--- config.mk ---
export PLATFORM = sky130hd
export DESIGN_NAME = intlv_commutator
export DESIGN_NICKNAME = d
export VERILOG_FILES = /design/src/rtl/intlv_commutator.sv
export SDC_FILE = /design/constraint.sdc
export NUM_CORES = 1
export LEC_CHECK = 0
export CAP_MARGIN = 20
export CORE_MARGIN = 1
export CORE_UTILIZATION = 40
export CTS_CLUSTER_SIZE = 14
export DETAILED_ROUTE_END_ITERATION = 12
export PLACE_DENSITY = 0.74
export SLEW_MARGIN = 15
export SYNTH_ARGS = -nofsm -noshare
export SYNTH_HDL_FRONTEND = slang
export SYNTH_SLANG_ARGS = --single-unit
--- constraint.sdc ---
create_clock -name clk -period 2.55 [get_ports clk]
set_clock_uncertainty 0.15 [all_clocks]
set_input_delay 0.51 -clock clk [delete_from_list [all_inputs] [get_ports clk]]
set_output_delay 0.51 -clock clk [all_outputs]
set_load 0.01 [all_outputs]
--- src/rtl/intlv_commutator.sv ---
// rtl/intlv_commutator.sv - round-robin input commutator for the convolutional byte interleaver
module intlv_commutator #(
  parameter int NUM_BRANCH = 12,
  parameter int DEPTH_UNIT = 17,
  parameter int FRAME_LEN  = 204,
  parameter int DATA_W     = 8
) (
  input  logic                  clk,
  input  logic                  reset,
  input  logic [DATA_W-1:0]     in_data,
  input  logic                  in_valid,
  input  logic                  in_sof,
  output logic                  in_ready,
  output logic [DATA_W-1:0]     br_data,
  output logic [3:0]            br_sel,
  output logic [NUM_BRANCH-1:0] br_en,
  output logic [7:0]            br_delay,
  output logic                  out_valid,
  input  logic                  out_ready,
  output logic                  frame_err,
  output logic [7:0]            byte_cnt
);

  localparam logic [3:0] LAST_IDX = 4'(NUM_BRANCH - 1);
  localparam logic [7:0] LAST_CNT = 8'(FRAME_LEN - 1);
  localparam logic [7:0] UNIT_8   = 8'(DEPTH_UNIT);

  typedef enum logic {ST_IDLE, ST_RUN} state_t;

  state_t                r_state;
  state_t                w_state_nxt;
  logic [3:0]            r_idx;
  logic [3:0]            w_idx_nxt;
  logic [7:0]            r_exp_cnt;
  logic [7:0]            w_cnt_nxt;

  logic                  w_accept;
  logic                  w_emit;
  logic                  w_err;
  logic [3:0]            w_sel;
  logic [7:0]            w_cnt;
  logic [7:0]            w_delay;
  logic [NUM_BRANCH-1:0] w_one;

  logic [DATA_W-1:0]     r_data;
  logic [3:0]            r_sel;
  logic [7:0]            r_delay;
  logic [7:0]            r_byte_cnt;
  logic                  r_valid;
  logic                  r_frame_err;

  // Accept only out of reset and when the single output slot is free or draining.
  assign in_ready = reset && (!r_valid || out_ready);
  assign w_accept = in_valid && in_ready;

  assign w_one   = {{(NUM_BRANCH-1){1'b0}}, 1'b1};
  assign w_delay = {4'b0000, w_sel} * UNIT_8;

  // Next-state and branch assignment for the accepted byte; a sync byte always
  // forces branch 0 / position 0, and the error flag marks any misplaced sync.
  always_comb begin
    w_state_nxt = r_state;
    w_idx_nxt   = r_idx;
    w_cnt_nxt   = r_exp_cnt;
    w_emit      = 1'b0;
    w_err       = 1'b0;
    w_sel       = r_idx;
    w_cnt       = r_exp_cnt;
    case (r_state)
      ST_IDLE: begin
        if (w_accept && in_sof) begin
          w_emit      = 1'b1;
          w_sel       = 4'd0;
          w_cnt       = 8'd0;
          w_state_nxt = ST_RUN;
        end
      end
      ST_RUN: begin
        if (w_accept) begin
          w_emit = 1'b1;
          w_err  = in_sof != (r_exp_cnt == 8'd0);
          if (in_sof) begin
            w_sel = 4'd0;
            w_cnt = 8'd0;
          end
        end
      end
      default: w_state_nxt = ST_IDLE;
    endcase
    if (w_emit) begin
      w_idx_nxt = (w_sel == LAST_IDX) ? 4'd0 : w_sel + 4'd1;
      w_cnt_nxt = (w_cnt == LAST_CNT) ? 8'd0 : w_cnt + 8'd1;
    end
  end

  // FSM state and round-robin position registers.
  always_ff @(posedge clk) begin
    if (!reset) begin
      r_state   <= ST_IDLE;
      r_idx     <= 4'd0;
      r_exp_cnt <= 8'd0;
    end else begin
      r_state   <= w_state_nxt;
      r_idx     <= w_idx_nxt;
      r_exp_cnt <= w_cnt_nxt;
    end
  end

  // Output register: load on emit, release when the branch side takes the byte.
  always_ff @(posedge clk) begin
    if (!reset) begin
      r_data     <= '0;
      r_sel      <= 4'd0;
      r_delay    <= 8'd0;
      r_byte_cnt <= 8'd0;
      r_valid    <= 1'b0;
    end else if (w_emit) begin
      r_data     <= in_data;
      r_sel      <= w_sel;
      r_delay    <= w_delay;
      r_byte_cnt <= w_cnt;
      r_valid    <= 1'b1;
    end else if (out_ready) begin
      r_valid    <= 1'b0;
    end
  end

  // Alignment error is a single-cycle pulse following the offending accept.
  always_ff @(posedge clk) begin
    if (!reset) begin
      r_frame_err <= 1'b0;
    end else begin
      r_frame_err <= w_err;
    end
  end

  assign br_data   = r_data;
  assign br_sel    = r_sel;
  assign br_delay  = r_delay;
  assign byte_cnt  = r_byte_cnt;
  assign out_valid = r_valid;
  assign frame_err = r_frame_err;
  assign br_en     = (r_valid && out_ready) ? (w_one << r_sel) : '0;

endmodule

==> PnR_summary.wiki, run 1 <==
{| class="wikitable"
! Metric !! Value
|-
| Upper clock frequency limit || 396 MHz
|-
| Routed length per placed instance || 12.7 µm
|-
| Hold-fix buffer count after cts || 0
|-
| Buffer cell driving the clock tree root || clkbuf_8
|-
| Cell family with most CP delay || simple AND/OR/NAND/NOR gates
|-
| Instance count along the most critical hold path || 2
|-
| Kind of end point of the critical path || flip-flop
|-
| Reg2Reg Capture Point || r_exp_cnt[7]
|-
| Largest net degree at the start of global routing || 18
|-
| Via count of the routed design || 1,694
|-
| Critical path, cell by cell || clkdlybuf4s50_1, nand4_1, and2_1, ha_2, nand4_1, nor4_4, or3_4, a31o_1, a311oi_1
|-
| Fraction of final layout cells sized beyond drive strength 1 || 0.131
|-
| Worst setup path class || in2reg
|-
| Max capacitance violation total || 0
|-
| DRC errors left || 0
|-
| Global route total overflow || 0
|-
| Number of rows in the core area || 23
|-
| Final Hold Fails || 0
|-
| Required time worst endpoint || 2590 ps
|-
| Internal Power || 0.806 mW
|-
| Signed area change from the synthesized netlist to the final layout || 43.4%
|-
| Post-synthesis cell count || between 200 and 250
|-
| Antenna Violating Nets Remaining || 0
|-
| Top FF cell, synth || dfxtp_1
|-
| Final-layout worst hold slack || 303 ps
|-
| Hold Startpoint || br_data[4]
|-
| Top Usage Layer GRT || met2
|-
| Top-level port count || 56
|-
| Path class of the lowest-slack min-delay path || reg2reg
|-
| Vertical extent of the die || 66.6 µm
|-
| H-Tree Level Count || 2
|-
| Portion of total power attributed to combinational logic || 0.105
|-
| Worst Path Buf+Inv || 1
|-
| Register bit count reported by yosys || 35
|-
| Critical path destination || r_exp_cnt[7]
|-
| Filler instances || roughly 380
|-
| Net Sw Power || 0.247 mW
|-
| Starting utilization of the core area || 0.417
|-
| EDFF count, synth || 0
|-
| Nets in the synthesized netlist || around 230
|-
| Cts bufs inserted || 5
|-
| Routability Congestion || 0.890
|-
| Met1 Usage GRT || 0.263
|-
| WP data arrival || 2570 ps
|-
| Pwr dens || 440 nW/µm²
|-
| First-pass GRT wire length || between 6 and 7 mm
|-
| Slew at the pin with the worst max-slew slack || 488 ps
|-
| Final design utilization || 0.598
|-
| # setup viols final || 0
|-
| Number of antenna violations at the first check in global routing || 0
|-
| Max Root-Sink Buffers || 2
|-
| Library cell appearing most often on the critical path || nand4_1
|-
| M3 GR Usage || 0.0462
|-
| Sink count of the clock tree || 35
|-
| Aggregate negative setup slack || 0 ps
|-
| Total power || 1.05 mW
|-
| CTS clk-pin slew, worst paths || approximately 70 ps
|-
| Avg Inst Size Synth || 7.79 µm²
|-
| Count of cell types in the netlist || 42
|-
| Max-slew violation count || 0
|-
| Clock network latency to the later pin of the worst-skew pair || between 200 and 300 ps
|-
| Final #Nets || 288
|-
| Post-synth design cell area || 1670 µm²
|-
| Layout Cell Area excl Fill || 2390 µm²
|-
| Placeable core area || around 4000 µm²
|-
| Pre-antenna DRT Iters || 4
|-
| Worst-case headroom to the max-slew limit || 0.674
|-
| Post-DP HPWL || 2.96 mm
|-
| Area enclosed by the die boundary || approximately 4400 µm²
|-
| Max stage delay cell, worst path || clkdlybuf4s50_1
|-
| Number of warnings reported in the yosys synthesis log || 0
|-
| DR iter-0 viols || 132
|-
| Portion of total power attributed to the clock network || 0.360
|-
| Reg-to-Reg Start || out_valid
|-
| Leak || 0.914 nW
|-
| Combined global-route utilization of all metal layers || 0.203
|-
| Share of async-settable or async-resettable flops after synthesis || 0
|-
| Portion of the post-synthesis area used by sequential elements || 0.420
|-
| Type of element launching the critical path || primary input
|-
| Number of antenna diodes || 0
|-
| Chip width || 66.6 µm
|-
| Largest fanout on the critical path || 4
|-
| Final Critical Period || approximately 2500 ps
|-
| Post-Route WL || 4.12 mm
|-
| Reg2Reg Setup Slack || approximately 370 ps
|-
| Biggest cell delay along the critical path || 520 ps
|-
| Via count of the first global-routing pass || 1,482
|-
| Final period util || 0.991
|-
| Instance count on the critical path || 9
|-
| Area after DPL || 2300 µm²
|-
| Count of buffers inserted at the top-level ports || 55
|-
| Sequential cell area || roughly 700 µm²
|-
| Sequential group share of total power || 0.535
|-
| GR Util met2 || 0.326
|-
| Sw frac || 0.235
|-
| Number of cell instances on the worst register-to-register path || 9
|-
| Peak supply drop || 0.319 mV
|-
| Via/cell ratio || 5.23
|-
| TritonCTS clock tree || yes
|-
| Setup crit start || reset
|-
| Multi-input gate area || 857 µm²
|-
| Status || complete, no violations
|}
cells by family (layout without fill, tap and decap cells):
logic type                 count (synthesis)  after routing  share of synthesized area
and+or+nand+nor                          105            105                      0.308
adders and majority gates                  2              2                     0.0150
AOI/OAI and AO/OA                         45             45                      0.169
DFF                                       35             35                      0.420
buffers and inverters                     25             85                     0.0773
muxes                                      1              1                    0.00600
xor gates and xnor gates                   1              1                    0.00525
Yosys cell counts, drive strengths merged (2+ instances only):
cell type / n / area [µm²]
and4: 2 / 18.8
nor2: 14 / 52.6
a22oi: 3 / 22.5
clkbuf: 10 / 37.5
ha: 2 / 25.0
and3: 2 / 12.5
a311oi: 2 / 17.5
o211ai: 2 / 15.0
nand2: 49 / 184
dfxtp: 35 / 701
and2: 5 / 32.5
nand3: 7 / 35.0
or3: 2 / 17.5
buf: 12 / 80.1
nand2b: 5 / 38.8
o21ai: 2 / 13.8
inv: 3 / 11.3
nor4: 4 / 31.3
nand4: 4 / 31.3
a21oi: 27 / 135
nor3: 9 / 45.0
cells in the final DEF (no fill, tap or decap), types with 2 or more instances in the layout:
master	count
or3_4	2
inv_1	3
nor4_1	3
clkdlybuf4s50_1	41
nand3_1	7
a22oi_1	3
a311oi_1	2
o211ai_1	2
and3_1	2
nor3_1	9
clkbuf_1	2
and2_1	3
nand2b_1	4
a21oi_1	27
dfxtp_1	35
dlygate4sd2_1	13
nand2_1	49
buf_4	19
clkbuf_8	5
nand4_1	3
nor2_1	14
worst register-to-register path: cells and delay by family, from the launching register on:
kind,cells,cell delay [ps]
AND/OR/NAND/NOR,6,950
AO/OA/AOI/OAI,2,430
flip-flops,1,350
adder cells (fa/ha/maj),1,200
metrics by stage:
step	instances	setup WS, ps
final	324	23.7
after global routing	324	-31.4
after CTS	324	1.83
after detailed placement	315	-343
after global placement	315	-285
after floorplan	214	0.377
power groups by stage:
stage	combinational [mW]	sequential (mW)	clock [mW]
2_1_floorplan	0.0489	0.577	0
3_3_place_gp	0.107	0.576	0
3_5_place_dp	0.109	0.576	0
4_1_cts	0.109	0.563	0.392
5_1_grt	0.121	0.564	0.413
6_report	0.110	0.563	0.379
what timing repair did:
action | in CTS | in global routing
resized for setup | 14 | 3
endpoints found under the setup margin | 16 | 12
buffers inserted | 1 | 0
pin swaps | 1 | 2
final cells by class:
type	count	share of cell area
Clock buffer	7	0.0319
Tap cell	50	0.0262
Inverter	3	0.00471
Clock inverter	1	0.00209
Sequential cell	35	0.293
Multi-Input combinational cell	154	0.358
Timing Repair Buffer	74	0.284
routing by layer:
metal | wire length, µm | up-vias
li1 | - | 855
met5 | 0 | -
met4 | 96 | 0
met1 | 1840 | 779
met3 | 200 | 9
met2 | 1980 | 51
how the worst min path moves through the flow:
stage and end:
5_1_grt byte_cnt[6], 3_3_place_gp br_data[2], 3_5_place_dp byte_cnt[4], 6_report br_data[4], 2_1_floorplan byte_cnt[0], 4_1_cts byte_cnt[4]
flip-flops by register name (all words and copies together) (netlist names):
name       cells
r_exp_cnt      8
br_sel         3
br_delay       1
byte_cnt       8
r_state        1
br_data        8
out_valid      1
r_idx          4
frame_err      1
(Power assumes the default switching activity.)
==> run 2, diff against run 1 <==
- REMOVE_ABC_BUFFERS: default -> 1
==> run 2 against run 1 <==
Via count about the same. Worst setup slack improved by 53 ps. Critical endpoint unchanged. Flip-flop and latch count unchanged. Global-route usage decreased by 0.17 points. Clock power increased by 4%. Cell count unchanged. Wire length decreased by 0.46%. Die area unchanged. Maximum frequency increased by 2.2%. Register-to-register slack about the same. Largest cell class unchanged. Largest power group unchanged.
==> PnR_summary.wiki, run 2 (synthesis results as in run 1) <==
{| class="wikitable"
! Metric !! Value
|-
| Sink count of the clock tree || 35 (unchanged)
|-
| Via count of the first global-routing pass || 1,536 (+3.6%)
|-
| Buffer cell driving the clock tree root || clkbuf_8
|-
| Type of element launching the critical path || primary input
|-
| Pwr dens || 445 nW/µm² (+1.2%)
|-
| Max stage delay cell, worst path || clkdlybuf4s50_1
|-
| Hold-fix buffer count after cts || 0 (unchanged)
|-
| Biggest cell delay along the critical path || 510 ps (about the same)
|-
| Final #Nets || 288 (unchanged)
|-
| Worst-case headroom to the max-slew limit || 0.697 (+0.0233)
|-
| # setup viols final || 0 (unchanged)
|-
| Final period util || 0.970 (-0.0209)
|-
| Total instance count after detailed placement || 315 (unchanged)
|-
| Peak supply drop || 0.367 mV (+15%)
|-
| Routed length per placed instance || 12.6 µm (-0.46%)
|-
| Global route total overflow || 0 (unchanged)
|-
| Leading cell types in the layout, fill and taps excluded || nand2_1, clkdlybuf4s50_1, dfxtp_1
|-
| Count of buffers inserted at the top-level ports || 55 (unchanged)
|-
| Final Non-Filler Cells || 324 (unchanged)
|-
| Chip width || 66.6 µm (unchanged)
|-
| Total power || 1.07 mW (+1.4%)
|-
| Most frequent standard cell in the layout excluding fill and tap cells || nand2_1
|-
| Leak || 0.921 nW (+0.75%)
|-
| Final Critical Period || 2470 ps (-53.2 ps)
|-
| Library cell appearing most often on the critical path || nand4_1
|-
| Slew at the pin with the worst max-slew slack || 453 ps (-34.8 ps)
|-
| Max Root-Sink Buffers || 2 (unchanged)
|-
| Vertical extent of the die || 66.6 µm (unchanged)
|-
| Required time worst endpoint || 2600 ps (about the same)
|-
| Starting utilization of the core area || 0.417 (unchanged)
|-
| Final-layout worst hold slack || 304 ps (+1.07 ps)
|-
| Max-slew violation count || 0 (unchanged)
|-
| Aggregate negative setup slack || 0 ps (unchanged)
|-
| Largest net degree at the start of global routing || 20 (+2)
|-
| Routability Congestion || 0.868 (-2.4%)
|-
| Worst setup path class || in2reg
|-
| Post-DP HPWL || 2.95 mm (-0.32%)
|-
| Via/cell ratio || 5.23 (about the same)
|-
| TritonCTS clock tree || yes
|-
| WP data arrival || 2530 ps (-40 ps)
|-
| DRC errors left || 0 (unchanged)
|-
| H-Tree Level Count || 2 (unchanged)
|-
| Final Hold Fails || 0 (unchanged)
|-
| DR iter-0 viols || 88 (-33%)
|-
| Largest fanout on the critical path || 4 (unchanged)
|-
| Post-Route WL || 4.10 mm (-0.46%)
|-
| Critical path, cell by cell || clkdlybuf4s50_1, nand4_1, and2_1, ha_1, nand4_1, nor4_2, or3_4, a31o_1, a311oi_2
|-
| Cts bufs inserted || 5 (unchanged)
|-
| Number of antenna violations at the first check in global routing || 0 (unchanged)
|-
| Path class of the lowest-slack min-delay path || reg2reg
|-
| Via count of the routed design || 1,693 (-0.059%)
|-
| Post-layout worst setup margin || 76.9 ps (+53.2 ps)
|-
| Number of antenna diodes || 0 (unchanged)
|-
| Status || complete, no violations
|-
| CTS clk-pin slew, worst paths || 70 ps (about the same)
|-
| Worst slack, placed || -296 ps (+46.6 ps)
|-
| Signed area change from the synthesized netlist to the final layout || 43.8%
|-
| Pre-antenna DRT Iters || 4 (unchanged)
|-
| Fraction of final layout cells sized beyond drive strength 1 || 0.131 (unchanged)
|-
| Antenna Violating Nets Remaining || 0 (unchanged)
|-
| Kind of end point of the critical path || flip-flop
|-
| Clock network latency to the later pin of the worst-skew pair || 290 ps (about the same)
|-
| Filler instances || 374 (-2.1%)
|-
| Number of rows in the core area || 23 (unchanged)
|-
| Max capacitance violation total || 0 (unchanged)
|-
| Top-level port count || 56 (unchanged)
|-
| Upper clock frequency limit || 404 MHz (+2.2%)
|-
| First-pass GRT wire length || 6.74 mm (-1.3%)
|-
| Combined global-route utilization of all metal layers || 0.201 (-0.00173)
|-
| Placeable core area || 4000 µm² (unchanged)
|-
| Area enclosed by the die boundary || 4430 µm² (unchanged)
|}
[run 2: routing by layer]
layer  vias to the layer above  part of all wire  global-route usage  wire, µm
li1                        847                 -                   -         -
met2                        72              0.46               0.322      1880
met1                       766              0.44               0.235      1810
met3                         8             0.078              0.0651       319
met4                         0             0.023               0.109        94
met5                         -                 0                   0         0
[run 2: layout make-up]
type	instances	area [µm²]	share of cell area
Timing Repair Buffer	74	691	0.288
Inverter	3	11.3	0.00469
Tap cell	50	62.6	0.0261
Multi-Input combinational cell	154	845	0.352
Clock buffer	5	68.8	0.0287
Clock inverter	3	20.0	0.00835
Sequential cell	35	701	0.292
[run 2: final timing paths]
| kind | cells after the start | slack, ps | to | from |
|---|---|---|---|---|
| worst max-delay path | 9 | 80 | r_exp_cnt[7] | reset |
| worst min-delay path | 2 | 300 | br_data[1] | br_data[1] |
| worst max register to register | 9 | 370 | r_exp_cnt[7] | out_valid |
| worst min register to register | 2 | 300 | br_data[1] | br_data[1] |
[run 2: per-stage QoR]
stage	cell area, µm²	utilization
2_1_floorplan	1550	-
3_3_place_gp	2310	0.578
3_5_place_dp	2310	0.578
4_1_cts	2380	0.596
5_1_grt	2400	0.600
6_report	2400	0.600
[run 2: report_power, final]
| group | internal, mW | switching (mW) | total (mW) |
|---|---|---|---|
| Sequential | 0.556 | 0.00749 | 0.563 |
| Clock | 0.190 | 0.205 | 0.395 |
| Combinational | 0.0578 | 0.0518 | 0.110 |
[run 2: timing repair]
action,in CTS,in global routing
pin swaps,0,1
resized for setup,14,2
buffers inserted,0,1
endpoints found under the hold margin,0,0
endpoints found under the setup margin,14,1
[run 2: worst max-delay path: cells and delay by family]
family / cells / cell delay (ps)
AO/OA/AOI/OAI: 2 / 470
adder cells (fa/ha/maj): 1 / 210
buffers and inverters: 1 / 510
AND/OR/NAND/NOR: 5 / 810
